$ cat src/rtl/shift_add_mult_pkg.sv
// Shared definitions for the shift-and-add multiplier.
//  - state_t : FSM state encodings (ST_3 is unreachable and recovers to IDLE)
//  - N_DEFAULT : default operand width
package shift_add_mult_pkg;

  typedef enum logic [1:0] {
    ST_IDLE = 2'd0,
    ST_CALC = 2'd1,
    ST_DONE = 2'd2,
    ST_3    = 2'd3
  } state_t;

  localparam int N_DEFAULT  = 4;
  localparam int CW_DEFAULT = 3;

endpackage

$ cat src/rtl/shift_add_mult_rca_n.sv
// rca_n: N-bit combinational ripple-carry adder.
// Ports:
//  x, y  in   N   addends
//  cin   in   1   carry into bit 0
//  sum   out  N   x + y + cin, low N bits
//  cout  out  1   carry out of bit N-1
module rca_n #(
  parameter int N = 4
) (
  input  logic [N-1:0] x,
  input  logic [N-1:0] y,
  input  logic         cin,
  output logic [N-1:0] sum,
  output logic         cout
);

  // carry[i] is the carry into bit i; carry[N] is the final carry out.
  logic [N:0] carry;

  assign carry[0] = cin;

  generate
    for (genvar gi = 0; gi < N; gi++) begin : g_bit
      assign sum[gi]       = x[gi] ^ y[gi] ^ carry[gi];
      assign carry[gi + 1] = (x[gi] & y[gi]) | (carry[gi] & (x[gi] ^ y[gi]));
    end
  endgenerate

  assign cout = carry[N];

endmodule

$ cat src/rtl/shift_add_mult.sv
// shift_add_mult: sequential unsigned N x N multiplier, radix-2 shift-and-add,
// one partial product per clock. A start/ready handshake accepts operands in
// IDLE; the product is written and done pulses for one cycle N edges later.
// Ports:
//  clk      in   1    rising-edge clock
//  rst      in   1    synchronous active-high reset, aborts any operation
//  start    in   1    request, sampled only while ready=1
//  a        in   N    multiplicand, captured on the accepting edge
//  b        in   N    multiplier, captured on the accepting edge
//  ready    out  1    high only in IDLE
//  done     out  1    one-cycle pulse when product is written
//  product  out  2N   last result, held until the next one is written
module shift_add_mult
  import shift_add_mult_pkg::*;
#(
  parameter int N  = N_DEFAULT,
  parameter int CW = CW_DEFAULT
) (
  input  logic           clk,
  input  logic           rst,
  input  logic           start,
  input  logic [N-1:0]   a,
  input  logic [N-1:0]   b,
  output logic           ready,
  output logic           done,
  output logic [2*N-1:0] product
);

  localparam logic [CW-1:0] LAST_COUNT = CW'(N - 1);

  state_t          state;
  logic [CW-1:0]   count;
  logic [N-1:0]    mcand;
  logic [2*N-1:0]  acc;

  logic [N-1:0]    hi;
  logic [N-1:0]    lo;
  logic [N-1:0]    addend;
  logic [N-1:0]    sum;
  logic            cout;
  logic [2*N-1:0]  acc_shift;

  // Accumulator halves: hi collects partial sums, lo still holds the
  // unconsumed multiplier bits (lo[0] is the bit for this iteration).
  assign hi = acc[2*N-1:N];
  assign lo = acc[N-1:0];

  // Gating the multiplicand by lo[0] makes the adder produce hi+0 when the
  // multiplier bit is clear, so one adder covers both cases.
  assign addend = lo[0] ? mcand : '0;

  rca_n #(
    .N(N)
  ) u_rca (
    .x    (hi),
    .y    (addend),
    .cin  (1'b0),
    .sum  (sum),
    .cout (cout)
  );

  // The carry-out re-enters at the MSB so (2^N-1)^2 fits exactly in 2N bits.
  assign acc_shift = {cout, sum, lo[N-1:1]};

  always_ff @(posedge clk) begin
    if (rst) begin
      state   <= ST_IDLE;
      ready   <= 1'b1;
      done    <= 1'b0;
      product <= '0;
      acc     <= '0;
      count   <= '0;
      mcand   <= '0;
    end else begin
      case (state)
        ST_IDLE: begin
          done <= 1'b0;
          if (start) begin
            mcand <= a;
            acc   <= {{N{1'b0}}, b};
            count <= '0;
            ready <= 1'b0;
            state <= ST_CALC;
          end
        end

        ST_CALC: begin
          acc   <= acc_shift;
          count <= count + CW'(1);
          // The final iteration's result goes straight to product, so the
          // answer is visible on the same edge that raises done.
          if (count == LAST_COUNT) begin
            product <= acc_shift;
            done    <= 1'b1;
            state   <= ST_DONE;
          end
        end

        ST_DONE: begin
          done  <= 1'b0;
          ready <= 1'b1;
          state <= ST_IDLE;
        end

        default: begin
          done  <= 1'b0;
          ready <= 1'b1;
          state <= ST_IDLE;
        end
      endcase
    end
  end

endmodule
$ cat config.mk
export PLATFORM = sky130hd
export DESIGN_NAME = shift_add_mult
export DESIGN_NICKNAME = d
export VERILOG_FILES = /design/src/rtl/shift_add_mult_pkg.sv /design/src/rtl/shift_add_mult_rca_n.sv /design/src/rtl/shift_add_mult.sv
export SDC_FILE = /design/constraint.sdc
export NUM_CORES = 1
export LEC_CHECK = 0
export CAP_MARGIN = 0
export CORE_UTILIZATION = 40
export DETAILED_ROUTE_END_ITERATION = 12
export PLACE_DENSITY = 0.59
export SLEW_MARGIN = 20
export SYNTH_ARGS = -nofsm -noshare
export SYNTH_HDL_FRONTEND = slang
export SYNTH_SLANG_ARGS = --single-unit
export TNS_END_PERCENT = 1
$ cat constraint.sdc
create_clock -name clk -period 5.3 [get_ports clk]
set_input_delay 1.06 -clock clk [delete_from_list [all_inputs] [get_ports clk]]
set_output_delay 1.06 -clock clk [all_outputs]
set_load 0.03 [all_outputs]
==> metrics.txt, run 1 <==
Layout area overhead=16.26%; placed wire-length estimate=1631 um; CTS tree=yes; Min-Delay Path Class=reg2reg; part of the power in registers=0.626; Initial Utilization=0.4352; WL final=2180 um; met2 Use GR=0.2375; maximum vdd drop=between 0.00009 and 0.0001 V; multi-input logic area=595.6 um2; crit-path cells=clkdlybuf4s50_1; Clk network pwr share=0.250; post-route design area=0.001431 mm2; Seq/Total Area, Yosys=0.4390; gpl congestion=0.7422; largest net degree at the start of global routing=28; max-slew violations=0; IO Count=21; Post-CTS Setup Bufs=0; WP depth=1; Ys Warns=0; Power, Total=0.3488 mW; required time worst endpoint=about 4200 ps; post-CTS resize count=0; number of H-tree levels=1; final global-route overflow total=0; worst path arrival time=1340 ps; GRT Total Usage=0.1468; Core Area=0.002829 mm2; DR vias/cell=5.174; share of layout cells above drive strength 1=0.06383; synth unique cells=32; die height=57.48 um; commonest non-fill, non-tap cell in the layout=dfxtp_1; FMAX=0.4164 GHz; Die Wd=57.48 um; sw frac=0.2473; R2R cell count=8; sw power=around 0.086 mW; Buf/Inv on CP=1; CP Class=reg2out; combinational share of power=0.124; vias in the first global route=843; CTS Buf Count=3; max incr delay on CP=670 ps; Syn Std Cell Area=0.001231 mm2; busiest metal layer after global routing=met2; fill count=269; outcome=complete, but fails checks; Clock Latency Late Sink=310 ps; CP endpoint kind=output port; Die ar.=~0.0033 mm2; max cap viols=0; post-route ant nets=0; row cnt=19; CTS max path bufs=2; crit start category=flip-flop; WL/cell=between 10 and 15 um; leakage power=0.5152 nW; max_slew headroom=0.3072; number of antenna violations at the first check in global routing=0; clk slew on worst S/H paths=140 ps; Detailed Route Iter0 Violations=17; register area=540.5 um2; worst hold slack=465.4 ps; met1 Resource Use GR=0.2000; root buffer cell=clkbuf_4; Post-Syn Area per Cell=9.849 um2; first-pass GRT wire length=3760 um; fin crit period=2402 ps; post-synthesis instance total=125; nets=159; Area after DPL=0.001405 mm2; setup repair after global routing missed its margin=false; Post-CTS Hold Buffers=0; syn_nets=142; slowest cell on the critical path=clkdlybuf4s50_1; n_diodes=0; Setup TNS=0 ps; most frequent cells in the layout=dfxtp_1, clkdlybuf4s50_1, nor2_1; Crit path max-delay family=buffers and inverters; count of final setup violators=0; DR vias=890; clock sink count=27; failing checks=DRC; TritonRoute pass-1 iters=8; met3 Use GR=0.02041; port buffer count=20; crit share post-route=0.4532; worst hold path cell count=2; drt drc=1; Pint=0.2625 mW; PD cells=243.7 mW/mm2; Clock Skews=about 4.7 ps; critical path fanouts, max=2; FF+latch count, synth=27; Worst-Margin Slew=1036 ps; Hold Vio Cnt, Final=0
==> routing by layer <==
metal | vias to the layer above | share of wire
li1 | 458 | -
met1 | 420 | 0.51
met2 | 10 | 0.47
met3 | 2 | 0.020
met4 | 0 | 0.0073
met5 | - | 0
==> cells by family (layout without fill, tap and decap cells) <==
| group | Yosys count | after routing | synth area share |
|---|---|---|---|
| multiplexers | 5 | 5 | 0.04065 |
| flip-flops | 27 | 27 | 0.4390 |
| adder cells (fa/ha/maj) | 6 | 6 | 0.07927 |
| buffers and inverters | 16 | 32 | 0.07723 |
| AO/OA/AOI/OAI | 27 | 27 | 0.1829 |
| AND/OR/NAND/NOR | 44 | 44 | 0.1809 |
==> state kept, by name, indices dropped and copies added, names as in the netlist <==
name	cells
ready	1
acc	8
count	3
mcand	4
product	8
state	2
done	1
==> power by group through the flow <==
stage	Combinational, mW	Clock (mW)	Sequential (mW)
3_5_place_dp	0.0442	0	0.223
2_1_floorplan	0.0333	0	0.220
3_3_place_gp	0.0428	0	0.222
4_1_cts	0.0442	0.0911	0.218
6_report	0.0434	0.0872	0.218
5_1_grt	0.0473	0.0996	0.220
==> through the flow <==
stage               worst slack (ps)  utilization  std cells
finish                          2898       0.5060        172
global route                    2827       0.5060        172
CTS                             2872       0.5060        172
detailed placement              2659       0.4967        168
global placement                2703       0.4967        168
floorplan                       3282            -        125
==> final timing paths <==
kind | from | to | slack (ps)
worst max-delay path | product[2] | product[2] | 2900
worst min-delay path | product[1] | product[1] | 470
worst max register to register | acc[0] | acc[6] | 3000
worst min register to register | product[1] | product[1] | 470
==> cell usage after synthesis (all sizes together) <==
cell type,count,area (um2)
dfxtp,27,540.5
nor3,1,5.000
o21bai,1,18.77
or2b,2,15.01
clkbuf,2,7.510
buf,6,57.55
a2bb2oi,4,35.03
or3b,1,8.760
nor2b,2,20.02
inv,8,30.03
a22oi,2,15.01
nand2b,1,6.260
o21ai,1,5.000
nor2,19,71.32
o22ai,3,18.77
mux2i,5,50.05
ha,3,37.54
and2,2,12.51
fa,3,60.06
a211oi,6,50.05
nand2,13,48.80
a211o,1,8.760
o221a,1,11.26
and3b,1,8.760
nand3b,1,7.510
nor3b,1,18.77
a2111oi,1,27.53
a21oi,7,35.03
==> area by class of cell <==
class | instances | area share
clock buffers | 4 | 0.01836
flip-flops and latches | 27 | 0.3776
well taps | 31 | 0.02710
multi-input cells | 82 | 0.4161
repair buffers | 20 | 0.1399
inverters | 8 | 0.02098
Power figures use the tool's default switching activity.
==> inputs of run 2 (changes only) <==
==> constraint.sdc (replaced) <==
create_clock -name clk -period 2.3 [get_ports clk]
set_input_delay 0.46 -clock clk [delete_from_list [all_inputs] [get_ports clk]]
set_output_delay 0.46 -clock clk [all_outputs]
set_load 0.03 [all_outputs]
==> run 2 against run 1 <==
  * The run now ends clean
  * Register-to-register slack got worse by 2800 ps
  * Cell area is 1.1% higher
  * Utilization is 0.57 points higher
  * Combinational power increased by 140%
  * Worst setup slack worse by 2700 ps
  * Die area is the same
  * Largest cell class unchanged
==> metrics.txt, run 2 (synthesis gave the netlist of run 1 again) <==
IO Count=21 (unchanged); combinational share of power=0.128 (was 0.124); Min-Delay Path Class=reg2reg (unchanged); port buffer count=20 (unchanged); die height=57.48 um (unchanged); fill count=263 (was 269); vias in the first global route=879 (was 843); Hold Vio Cnt, Final=0 (unchanged); post-CTS resize count=0 (unchanged); fin crit period=~2100 ps; GRT Total Usage=0.1538 (was 0.1468); root buffer cell=clkbuf_4 (unchanged); Post-CTS Hold Buffers=0 (unchanged); outcome=finished, final reports clean (was complete, but fails checks); max_slew headroom=0.7157 (was 0.3072); first-pass GRT wire length=3953 um (was 3760 um); DR vias=886 (was 890); R2R cell count=8 (unchanged); sw frac=0.2554 (was 0.2473); share of layout cells above drive strength 1=0.08392 (was 0.06383); RR Startpoint=acc[0] (unchanged); number of H-tree levels=1 (unchanged); Clk network pwr share=0.253 (was 0.250); WL final=2263 um (was 2180 um); clk slew on worst S/H paths=150 ps (was 140 ps); worst hold path cell count=2 (unchanged); Setup TNS=0 ps (unchanged); nets=161 (was 159); fin worst setup slack=163.1 ps (was 2898 ps); most frequent cells in the layout=dfxtp_1, clkdlybuf4s50_1, nor2_1 (unchanged); leakage power=0.5275 nW (was 0.5152 nW); count of final setup violators=0 (unchanged); number of antenna violations at the first check in global routing=0 (unchanged); sw power=0.2074 mW (was 0.08627 mW); post-route design area=0.001448 mm2 (was 0.001431 mm2); max cap viols=0 (unchanged); CTS Buf Count=3 (unchanged); Pint=0.6047 mW (was 0.2625 mW); CP endpoint kind=flip-flop (was output port); CTS max path bufs=2 (unchanged); crit start category=flip-flop (unchanged); drt drc=0 (was 1); Area after DPL=0.001420 mm2 (was 0.001405 mm2); crit share post-route=0.9291; part of the power in registers=0.619 (was 0.626); Largest regs=acc: 8 flops, product: 8 flops, mcand: 4 flops (unchanged); Layout area overhead=17.58% (was 16.26%); busiest metal layer after global routing=met2 (unchanged); non-filler cells, final=174 (was 172); Power, Total=0.8121 mW (was 0.3488 mW); FMAX=0.4680 GHz; reg-to-reg slack, setup=160 ps (was 3000 ps); Hold Path End=product[2] (was product[1]); placed insts=170 (was 168); met1 Resource Use GR=0.2178 (was 0.2000); Die ar.=0.003304 mm2 (unchanged); Core Area=0.002829 mm2 (unchanged); PD cells=561.0 mW/mm2 (was 243.7 mW/mm2); post-route ant nets=0 (unchanged); worst hold slack=461.4 ps (was 465.4 ps); maximum vdd drop=0.0002920 V (was 0.00009458 V); Clock Latency Late Sink=320 ps (was 310 ps); gpl congestion=0.7270 (was 0.7422); Worst-Margin Slew=425.9 ps (was 1036 ps); placed wire-length estimate=1688 um (was 1631 um); DR vias/cell=5.092 (was 5.174); setup repair after global routing missed its margin=false (unchanged); largest net degree at the start of global routing=28 (unchanged); required time worst endpoint=2520 ps (was 4240 ps); Clock Skews=3.606 ps (was 4.652 ps); Detailed Route Iter0 Violations=23 (was 17); clock sink count=27 (unchanged); Post-CTS Setup Bufs=0 (unchanged); CP Class=reg2reg (was reg2out); Place WS=177.8 ps (was 2659 ps); worst reg2reg endpoint=acc[6] (unchanged); Initial Utilization=0.4352 (unchanged); final global-route overflow total=0 (unchanged); WL/cell=13.01 um (was 12.67 um); CTS tree=yes (unchanged); met2 Use GR=0.2458 (was 0.2375); critical path fanouts, max=6 (was 2); TritonRoute pass-1 iters=8 (unchanged); row cnt=19 (unchanged); met3 Use GR=0.02721 (was 0.02041); max-slew violations=0 (unchanged); Finished Core Util=0.5117 (was 0.5060); hold wc startpoint=product[2] (was product[1]); Die Wd=57.48 um (unchanged); n_diodes=0 (unchanged); commonest non-fill, non-tap cell in the layout=dfxtp_1 (unchanged); worst path arrival time=2360 ps (was 1340 ps)
-- run 2: area by class of cell --
type	instances	area [um2]	share of cell area
timing repair buffer	22	215.2	0.1487
inverter	8	30.03	0.02074
multi-input combinational	82	595.6	0.4114
tap	31	38.79	0.02679
clock buffer	3	22.52	0.01556
clock inverter	1	5.005	0.003457
sequential	27	540.5	0.3734
-- run 2: per-layer routing --
| layer | routed length, um | part of all wire | vias up |
|---|---|---|---|
| met1 | 1145 | 0.51 | 402 |
| li1 | - | - | 460 |
| met5 | 0 | 0 | - |
| met4 | 19 | 0.0084 | 0 |
| met2 | 1018 | 0.45 | 21 |
| met3 | 79 | 0.035 | 3 |
-- run 2: worst max-delay path by stage --
stage	from	end	slack (ps)	cells past startpoint
floorplan	acc[0]	acc[6]	280	8
global placement	acc[0]	acc[6]	230	8
detailed placement	acc[0]	acc[6]	180	8
CTS	acc[0]	acc[6]	160	8
global route	acc[0]	acc[6]	10	8
finish	acc[0]	acc[6]	160	8
-- run 2: power groups by stage --
stage | clock (mW) | combinational (mW) | sequential (mW)
4_1_cts | 0.214 | 0.105 | 0.503
2_1_floorplan | 0 | 0.0766 | 0.508
3_3_place_gp | 0 | 0.102 | 0.512
5_1_grt | 0.233 | 0.114 | 0.507
3_5_place_dp | 0 | 0.104 | 0.513
6_report | 0.205 | 0.104 | 0.503
-- run 2: critical path, cell delays in order (launching register included) --
cell and delay [ps]:
dfxtp_1 430, and2_1 150, ha_1 150, fa_1 160, inv_1 50, fa_1 370
fa_1 510, a2bb2oi_1 170, nor2_1 50
==> inputs of run 3 (changes only) <==
--- a/config.mk
+++ b/config.mk
@@ -6,9 +6,9 @@
 export NUM_CORES = 1
 export LEC_CHECK = 0
 export CAP_MARGIN = 0
-export CORE_UTILIZATION = 40
+export CORE_UTILIZATION = 35
 export DETAILED_ROUTE_END_ITERATION = 12
-export PLACE_DENSITY = 0.59
+export PLACE_DENSITY = 0.53
 export SLEW_MARGIN = 20
 export SYNTH_ARGS = -nofsm -noshare
 export SYNTH_HDL_FRONTEND = slang
==> run 3 against run 2 <==
  * Power up 0.25%
  * Via count up 1.6%
  * Largest power group unchanged
  * Register-to-register slack about the same
  * Worst setup slack about the same
  * Cell count is 9.2% higher
  * Global-route usage decreased by 1.1 points
  * Sequential share of layout area decreased by 0.58 points
  * Non-clock buffer count rose by 1
  * First-iteration DRC count decreased by 48%
  * Clock skew rose by 4.9 ps
  * Die area is 14% higher
  * Critical path type unchanged
==> metrics.txt, run 3 (synthesis gave the netlist of run 1 again) <==
outcome=finished, final reports clean (unchanged); DR vias=900 (was 886); Min-Delay Path Class=reg2reg (unchanged); Place WS=115.5 ps (was 177.8 ps); Post-CTS Hold Buffers=0 (unchanged); Die ar.=0.003759 mm2 (was 0.003304 mm2); post-route ant nets=0 (unchanged); nets=162 (was 161); critical path fanouts, max=6 (unchanged); Post-CTS Setup Bufs=0 (unchanged); Setup TNS=0 ps (unchanged); CTS tree=yes (unchanged); FMAX=0.4679 GHz (was 0.4680 GHz); largest net degree at the start of global routing=15 (was 28); WL/cell=12.31 um (was 13.01 um); number of antenna violations at the first check in global routing=0 (unchanged); Initial Utilization=0.3661 (was 0.4352); commonest non-fill, non-tap cell in the layout=dfxtp_1 (unchanged); required time worst endpoint=2530 ps (was 2520 ps); CTS max path bufs=2 (unchanged); vias in the first global route=845 (was 879); clock sink count=27 (unchanged); row cnt=21 (was 19); drt drc=0 (unchanged); max_slew headroom=0.7112 (was 0.7157); most frequent cells in the layout=dfxtp_1, clkdlybuf4s50_1, nor2_1 (unchanged); fin worst setup slack=162.8 ps (was 163.1 ps); CP endpoint kind=flip-flop (unchanged); count of final setup violators=0 (unchanged); Hold Vio Cnt, Final=0 (unchanged); IO Count=21 (unchanged); n_diodes=0 (unchanged); max-slew violations=0 (unchanged); number of H-tree levels=1 (unchanged); TritonRoute pass-1 iters=4 (was 8); Clock Latency Late Sink=320 ps (about the same); maximum vdd drop=0.0002088 V (was 0.0002920 V); Clock Skews=8.545 ps (was 3.606 ps); final global-route overflow total=0 (unchanged); Worst-Margin Slew=432.6 ps (was 425.9 ps); fill count=371 (was 263); WL final=2338 um (was 2263 um); placed wire-length estimate=1744 um (was 1688 um); PD cells=552.4 mW/mm2 (was 561.0 mW/mm2); Die Wd=61.31 um (was 57.48 um); clk slew on worst S/H paths=150 ps (about the same); worst path arrival time=2370 ps (was 2360 ps); die height=61.31 um (was 57.48 um); Detailed Route Iter0 Violations=12 (was 23); leakage power=0.5299 nW (was 0.5275 nW); CTS Buf Count=3 (unchanged); GRT Total Usage=0.1427 (was 0.1538); CP Class=reg2reg (unchanged); post-CTS resize count=0 (unchanged); port buffer count=20 (unchanged); fin crit period=2137 ps (about the same); max cap viols=0 (unchanged); Largest regs=acc: 8 flops, product: 8 flops, mcand: 4 flops (unchanged); crit start category=flip-flop (unchanged); setup repair after global routing missed its margin=false (unchanged); first-pass GRT wire length=3877 um (was 3953 um); DR vias/cell=4.737 (was 5.092); Power, Total=0.8142 mW (was 0.8121 mW); gpl congestion=0.7537 (was 0.7270); Layout area overhead=19.72% (was 17.58%); Core Area=0.003363 mm2 (was 0.002829 mm2); share of layout cells above drive strength 1=0.09028 (was 0.08392); root buffer cell=clkbuf_4 (unchanged); crit share post-route=0.9292 (was 0.9291)
[run 3: where the power goes]
group | switching [mW] | leakage, nW | internal, mW | total, mW
combinational | 0.0502 | 0.295 | 0.0556 | 0.106
sequential | 0.0174 | 0.220 | 0.485 | 0.503
clock | 0.138 | 0.0150 | 0.0679 | 0.206
[run 3: area by class of cell]
class	instances	area (um2)	area share
multi-input combinational	82	595.6	0.4041
clock buffer	4	26.28	0.01783
sequential	27	541.8	0.3676
timing repair buffer	23	222.7	0.1511
tap	46	57.56	0.03905
inverter	8	30.03	0.02037
[run 3: path summary, 6_finish.rpt]
kind         slack, ps       start         end  depth (start not counted)
min reg2reg        460  product[4]  product[4]                          2
min                460  product[4]  product[4]                          2
max                160      acc[0]      acc[6]                          8
max reg2reg        160      acc[0]      acc[6]                          8
[run 3: through the flow]
step	hold WS (ps)	area, um2	std cells	util
after global routing	488.7	1474	190	0.4382
final	463.6	1474	190	0.4382
after CTS	465.4	1473	190	0.4379
after floorplan	445.1	1231	125	-
after detailed placement	446.3	1446	186	0.4301
after global placement	441.8	1446	186	0.4301
[run 3: layer usage]
layer  vias to the layer above  track usage  share of wire
met5                         -            0              0
met1                       421       0.1913           0.52
met3                         4      0.02101          0.026
met2                        13       0.2252           0.44
met4                         0      0.06818          0.013
li1                        462            -              -
[run 3: critical path, stage by stage, from the launching register on]
cell and delay [ps]:
dfxtp_2 400, and2_1 160, ha_1 160, fa_1 160, inv_1 50, fa_1 370, fa_1 520, a2bb2oi_1 170
nor2_1 50
